`config.mk`:
```
export PLATFORM = sky130hd
export DESIGN_NAME = bram_stream_reader
export DESIGN_NICKNAME = d
export VERILOG_FILES = /design/src/rtl/bram_reader_pkg.sv /design/src/rtl/reader_fifo2.sv /design/src/rtl/bram_stream_reader.sv
export SDC_FILE = /design/constraint.sdc
export NUM_CORES = 1
export LEC_CHECK = 0
export ABC_AREA = 1
export CAP_MARGIN = 20
export CORE_MARGIN = 4
export CORE_UTILIZATION = 30
export DETAILED_ROUTE_END_ITERATION = 8
export SYNTH_ARGS = -nofsm -noshare
export SYNTH_HDL_FRONTEND = slang
export SYNTH_SLANG_ARGS = --single-unit
```
`constraint.sdc`:
```
create_clock -name clk -period 2 [get_ports clk]
set_input_delay 0.4 -clock clk [delete_from_list [all_inputs] [get_ports clk]]
set_output_delay 0.4 -clock clk [all_outputs]
set_load 0.01 [all_outputs]
```
`src/rtl/bram_reader_pkg.sv`:
```
// Shared types and constants for the BRAM block-read streamer.
package bram_reader_pkg;

    typedef enum logic [1:0] {
        IDLE  = 2'd0,
        RUN   = 2'd1,
        DRAIN = 2'd2
    } reader_state_t;

    // Output buffer depth; the issue throttle keeps occupancy plus in-flight reads within it.
    localparam int READER_FIFO_DEPTH = 2;

endpackage

```
`src/rtl/reader_fifo2.sv`:
```
// Two-entry synchronous FIFO whose head entry is a register driving the stream outputs directly.
module reader_fifo2 #(
    parameter int width = 8
) (
    input  logic             clk,
    input  logic             reset,
    input  logic             push,
    input  logic [width-1:0] din,
    input  logic             pop,
    output logic [width-1:0] head,
    output logic             valid,
    output logic [1:0]       count
);

    logic [width-1:0] tail;

    assign valid = (count != 2'd0);

    // Head/tail shuffle; head only changes on a pop or when it is empty, so it holds during stalls.
    always_ff @(posedge clk) begin
        if (reset) begin
            head  <= '0;
            tail  <= '0;
            count <= 2'd0;
        end else if (push && pop) begin
            if (count == 2'd2) begin
                head <= tail;
                tail <= din;
            end else begin
                head <= din;
            end
        end else if (pop) begin
            head  <= tail;
            count <= count - 2'd1;
        end else if (push) begin
            if (count == 2'd0) begin
                head <= din;
            end else begin
                tail <= din;
            end
            count <= count + 2'd1;
        end
    end

endmodule

```
`src/rtl/bram_stream_reader.sv`:
```
// Walks a contiguous bram_sp address range and presents the words as a valid/ready stream.
module bram_stream_reader
    import bram_reader_pkg::*;
#(
    parameter int data_width    = 72,
    parameter int address_width = 10
) (
    input  logic                     clk,
    input  logic                     reset,
    input  logic                     start,
    input  logic [address_width-1:0] start_addr,
    input  logic [address_width:0]   length,
    output logic                     busy,
    output logic                     done,
    output logic [address_width-1:0] ram_addr,
    output logic                     ram_wr,
    input  logic [data_width-1:0]    ram_dout,
    output logic [data_width-1:0]    m_data,
    output logic                     m_valid,
    input  logic                     m_ready,
    output logic                     m_last
);

    reader_state_t          state, state_next;
    logic [address_width:0] remaining;
    logic                   inflight, inflight_last;
    logic                   accept, issue, last_issue, done_next;
    logic                   pop;
    logic [2:0]             pending;
    logic [1:0]             fifo_count;
    logic [data_width:0]    fifo_head;

    assign ram_wr  = 1'b0;
    assign busy    = (state != IDLE);
    assign m_data  = fifo_head[data_width-1:0];
    assign m_last  = fifo_head[data_width];
    assign pop     = m_valid & m_ready;
    // Words that will occupy the FIFO after this cycle, before any new issue.
    assign pending = {1'b0, fifo_count} + {2'b00, inflight} - {2'b00, pop};

    reader_fifo2 #(
        .width(data_width + 1)
    ) u_fifo (
        .clk  (clk),
        .reset(reset),
        .push (inflight),
        .din  ({inflight_last, ram_dout}),
        .pop  (pop),
        .head (fifo_head),
        .valid(m_valid),
        .count(fifo_count)
    );

    // FSM state register.
    always_ff @(posedge clk) begin
        if (reset) begin
            state <= IDLE;
        end else begin
            state <= state_next;
        end
    end

    // Next-state, command acceptance and read-issue decisions.
    always_comb begin
        state_next = state;
        accept     = 1'b0;
        issue      = 1'b0;
        last_issue = 1'b0;
        done_next  = 1'b0;
        case (state)
            IDLE: begin
                if (start) begin
                    if (length != '0) begin
                        accept     = 1'b1;
                        state_next = RUN;
                    end else begin
                        done_next = 1'b1;
                    end
                end
            end
            RUN: begin
                if (pending < 3'(READER_FIFO_DEPTH)) begin
                    issue = 1'b1;
                    if (remaining == (address_width+1)'(1)) begin
                        last_issue = 1'b1;
                        state_next = DRAIN;
                    end
                end
            end
            DRAIN: begin
                if (pop && m_last) begin
                    state_next = IDLE;
                    done_next  = 1'b1;
                end
            end
            default: state_next = IDLE;
        endcase
    end

    // Address/remaining counters, one-deep in-flight tracker and the done pulse.
    always_ff @(posedge clk) begin
        if (reset) begin
            ram_addr      <= '0;
            remaining     <= '0;
            inflight      <= 1'b0;
            inflight_last <= 1'b0;
            done          <= 1'b0;
        end else begin
            done          <= done_next;
            inflight      <= issue;
            inflight_last <= last_issue;
            if (accept) begin
                ram_addr  <= start_addr;
                remaining <= length;
            end else if (issue) begin
                ram_addr  <= ram_addr + address_width'(1);
                remaining <= remaining - (address_width+1)'(1);
            end
        end
    end

endmodule

```
==> summary.txt <==
Run status
  • Outcome: finished, violations left
  • Failing checks: setup timing

Route
  • DR vias/cell: approximately 5
  • Antenna Nets Post-Route: 0
  • Vias post-DR: 8399
  • DR WL/cell: about 15 um
  • WL final: between 20 and 30 mm
  • Drt first pass iters: 5
  • # DRC: 0
  • Initial DRC Count: ~710

STA
  • Final Cycle Share: 1.00
  • RSZ-0062 raised after global routing: true
  • Final worst setup slack: -0.00469 ns
  • Max Fclk: about 0.50 GHz
  • Final Max Tran Viols: 0
  • Final setup skew: between 0.01 and 0.015 ns
  • Minimum clock period: 2.00 ns
  • Setup violations, final: 1
  • Final Hold Viols: 0

Worst setup path
  • Worst reg2reg path depth: 11
  • Startpoint Class: register
  • Worst r2r dst: ram_addr[4]$_SDFFE_PP0P_
  • RR Startpoint: u_fifo.count[0]$_SDFFE_PP0P_
  • Max FO, Critical Path: 6
  • Flop2flop setup slack: -0.005 ns
  • Critical path arrival: 2.31 ns
  • Worst setup EP type: register
  • WS Path Type: reg2reg
  • Worst endpoint required time: 2.31 ns

GRT
  • Largest net degree at the start of global routing: 58
  • Total GRT Usage: 0.164
  • Vias in the first global route: between 7000 and 8000
  • Total gr overflow: 0
  • Initial antenna violation count: 1
  • Global-route wire length before repair: a little over 40 mm

Floorplanning
  • Row cnt: 60
  • Core Region: between 20000 and 30000 um2
  • Die Y: 173 um
  • DIE AREA: roughly 30000 um2
  • IO Count: around 180
  • Die Width: 173 um
  • Initial Util: 0.304

Placed design
  • GPL Wtd Cong: between 0.8 and 0.9
  • Post-DP HPWL: around 17 mm
  • Post-Place Cell Area: 10600 um2
  • PortBufs: 182

Synthesis
  • Sequential fraction of the synthesis area: 0.425
  • Ys async rst share: 0
  • YS warnings: 0
  • Netlist cell types: 32
  • Synthesized area: a little over 8000 um2
  • Synth Register Bits: ~170
  • Synth Net Count: around 1300
  • Syn Area/Cell: a little under 7 um2
  • Main flop type after synthesis: dfxtp_1
  • Synthesized instance count: roughly 1200
  • Post-synth EDFFs: 0

Layout
  • Ant. Diodes: 0
  • Most frequent cells in the layout: nand2_1, nor2_1, clkdlybuf4s50_1
  • Area growth syn-to-layout: 38.6%
  • Multi-input gate area: 3940 um2
  • Layout cells sized above 1: 0.130
  • Nets: approximately 1500
  • Filler instances: approximately 2700
  • Final instance area: approximately 11000 um2
  • Area occupied by registers: ~3500 um2
  • Most common cell after layout, fill and taps aside: nand2_1

Clocking
  • Clock slew at reported path FFs: 0.07 ns
  • CTS tree: done
  • Clock Latency Late Sink: 0.42 ns
  • CTS buffer count: 17
  • Maximum clock path buffer count: 2
  • H-tree levels: 4
  • Clk root buf: clkbuf_16
  • CTS Hold Bufs: 0
  • CTS sink cnt: approximately 170

Power and ir drop
  • P_leak: 4.70 nW
  • Pwr per Cell Area: 804 nW/um2
  • Maximum VDD drop: 380 uV
  • Total power draw: 9.13 mW
  • Sw Share: 0.290
  • Reg power frac: 0.422
  • Logic pwr share: 0.195
  • Psw: about 2.6 mW
  • Clock Power Share: 0.383
  • Pint: between 6 and 7 mW

Worst hold path
  • Hold-critical path endpoint: u_fifo.tail[12]$_SDFFE_PP0P_
  • Hold path depth: 2
  • Worst hold start: u_fifo.tail[12]$_SDFFE_PP0P_
  • Tightest Hold Check Type: reg2reg

Job
  • Max-cap viol count: 0
-- per-stage QoR --
stage,std cells,TNS (ns),setup slack [ns],util,hold WS (ns)
2_1_floorplan,1197,0,0.00700,-,0.444
3_3_place_gp,1684,-13.22,-0.556,0.394,0.453
3_5_place_dp,1684,-15.65,-0.616,0.394,0.456
4_1_cts,1717,0,0.00363,0.417,0.467
5_1_grt,1721,-1.38,-0.124,0.422,0.485
6_report,1721,-0.00469,-0.00469,0.422,0.466
-- worst max path at each step --
stage,startpoint,to,slack (ns),cells after the start
5_1_grt,u_fifo.count[0]$_SDFFE_PP0P_,ram_addr[3]$_SDFFE_PP0P_,-0.12,12
3_5_place_dp,m_ready,remaining[6]$_SDFFE_PP0P_,-0.62,12
3_3_place_gp,m_ready,remaining[8]$_SDFFE_PP0P_,-0.56,12
2_1_floorplan,u_fifo.count[0]$_SDFFE_PP0P_,ram_addr[5]$_SDFFE_PP0P_,0.007,12
4_1_cts,u_fifo.count[0]$_SDFFE_PP0P_,remaining[6]$_SDFFE_PP0P_,0.004,12
6_report,u_fifo.count[0]$_SDFFE_PP0P_,ram_addr[4]$_SDFFE_PP0P_,-0.005,11
-- cell usage after synthesis (2+ instances only) --
| master | number | area, um2 |
|---|---|---|
| nand2_1 | 204 | 766 |
| nand3_1 | 143 | 716 |
| a21oi_1 | 36 | 180 |
| or2_2 | 2 | 12.5 |
| clkbuf_1 | 37 | 139 |
| nor3_1 | 6 | 30.0 |
| o21ai_1 | 23 | 115 |
| xor2_1 | 2 | 17.5 |
| ha_1 | 3 | 37.5 |
| inv_1 | 78 | 293 |
| buf_1 | 3 | 11.3 |
| dfxtp_1 | 174 | 3480 |
| o211ai_1 | 51 | 383 |
| buf_4 | 7 | 52.6 |
| inv_2 | 59 | 221 |
| buf_2 | 35 | 175 |
| o21ai_0 | 103 | 515 |
| nor2_1 | 190 | 713 |
| nand2_2 | 6 | 37.5 |
| a41oi_1 | 21 | 184 |
| nand4_1 | 3 | 18.8 |
-- registers in the layout, indices dropped and copies added (netlist names) --
signal / cells
state: 2
u_fifo.count: 2
inflight: 1
ram_addr: 10
inflight_last: 1
done: 1
u_fifo.tail: 73
remaining: 11
u_fifo.head: 73
-- power by group through the flow --
stage	sequential [mW]	combinational [mW]	clock (mW)
final	3.86	1.78	3.50
after global routing	3.88	1.97	3.75
after CTS	3.85	1.75	3.59
after detailed placement	3.93	1.73	0
after global placement	3.93	1.72	0
after floorplan	3.97	0.828	0
-- cell families (layout without fill, tap and decap cells) --
kind of cell,after synthesis,in the layout,synth area share
XOR/XNOR,2,2,0.00214
adder cells (fa/ha/maj),4,4,0.00702
AND/OR/NAND/NOR,557,557,0.283
flip-flops,174,174,0.425
buffers and inverters,220,403,0.110
AO/OA/AOI/OAI,239,239,0.173
other,1,1,0.000457
-- what timing repair did --
item / CTS / global route
pin swaps: 1 / 10
gates cloned: 1 / 0
setup endpoints to repair: 25 / 24
resized for setup: 7 / 26
buffers inserted: 0 / 4
-- layout make-up --
| class | instances | area share |
|---|---|---|
| Timing Repair Buffer | 234 | 0.210 |
| Multi-Input combinational cell | 803 | 0.347 |
| Tap cell | 341 | 0.0375 |
| Clock buffer | 18 | 0.0386 |
| Inverter | 137 | 0.0455 |
| Clock inverter | 14 | 0.0150 |
| Sequential cell | 174 | 0.307 |
-- per-layer routing --
metal,global-route usage,vias up,part of all wire
li1,-,4254,-
met5,0,-,0.00079
met2,0.249,227,0.44
met4,0.0369,2,0.0081
met3,0.0403,19,0.062
met1,0.235,3897,0.49
-- critical path, stage by stage (launching register included) --
cell	delay, ns
dfxtp_2	0.32
inv_2	0.09
nand2_4	0.06
nor2_4	0.10
o21ai_2	0.08
fa_2	0.55
nand3_4	0.09
nor2_4	0.19
a21oi_2	0.07
buf_6	0.14
a21oi_1	0.13
nor2_1	0.05
(Power assumes the default switching activity.)
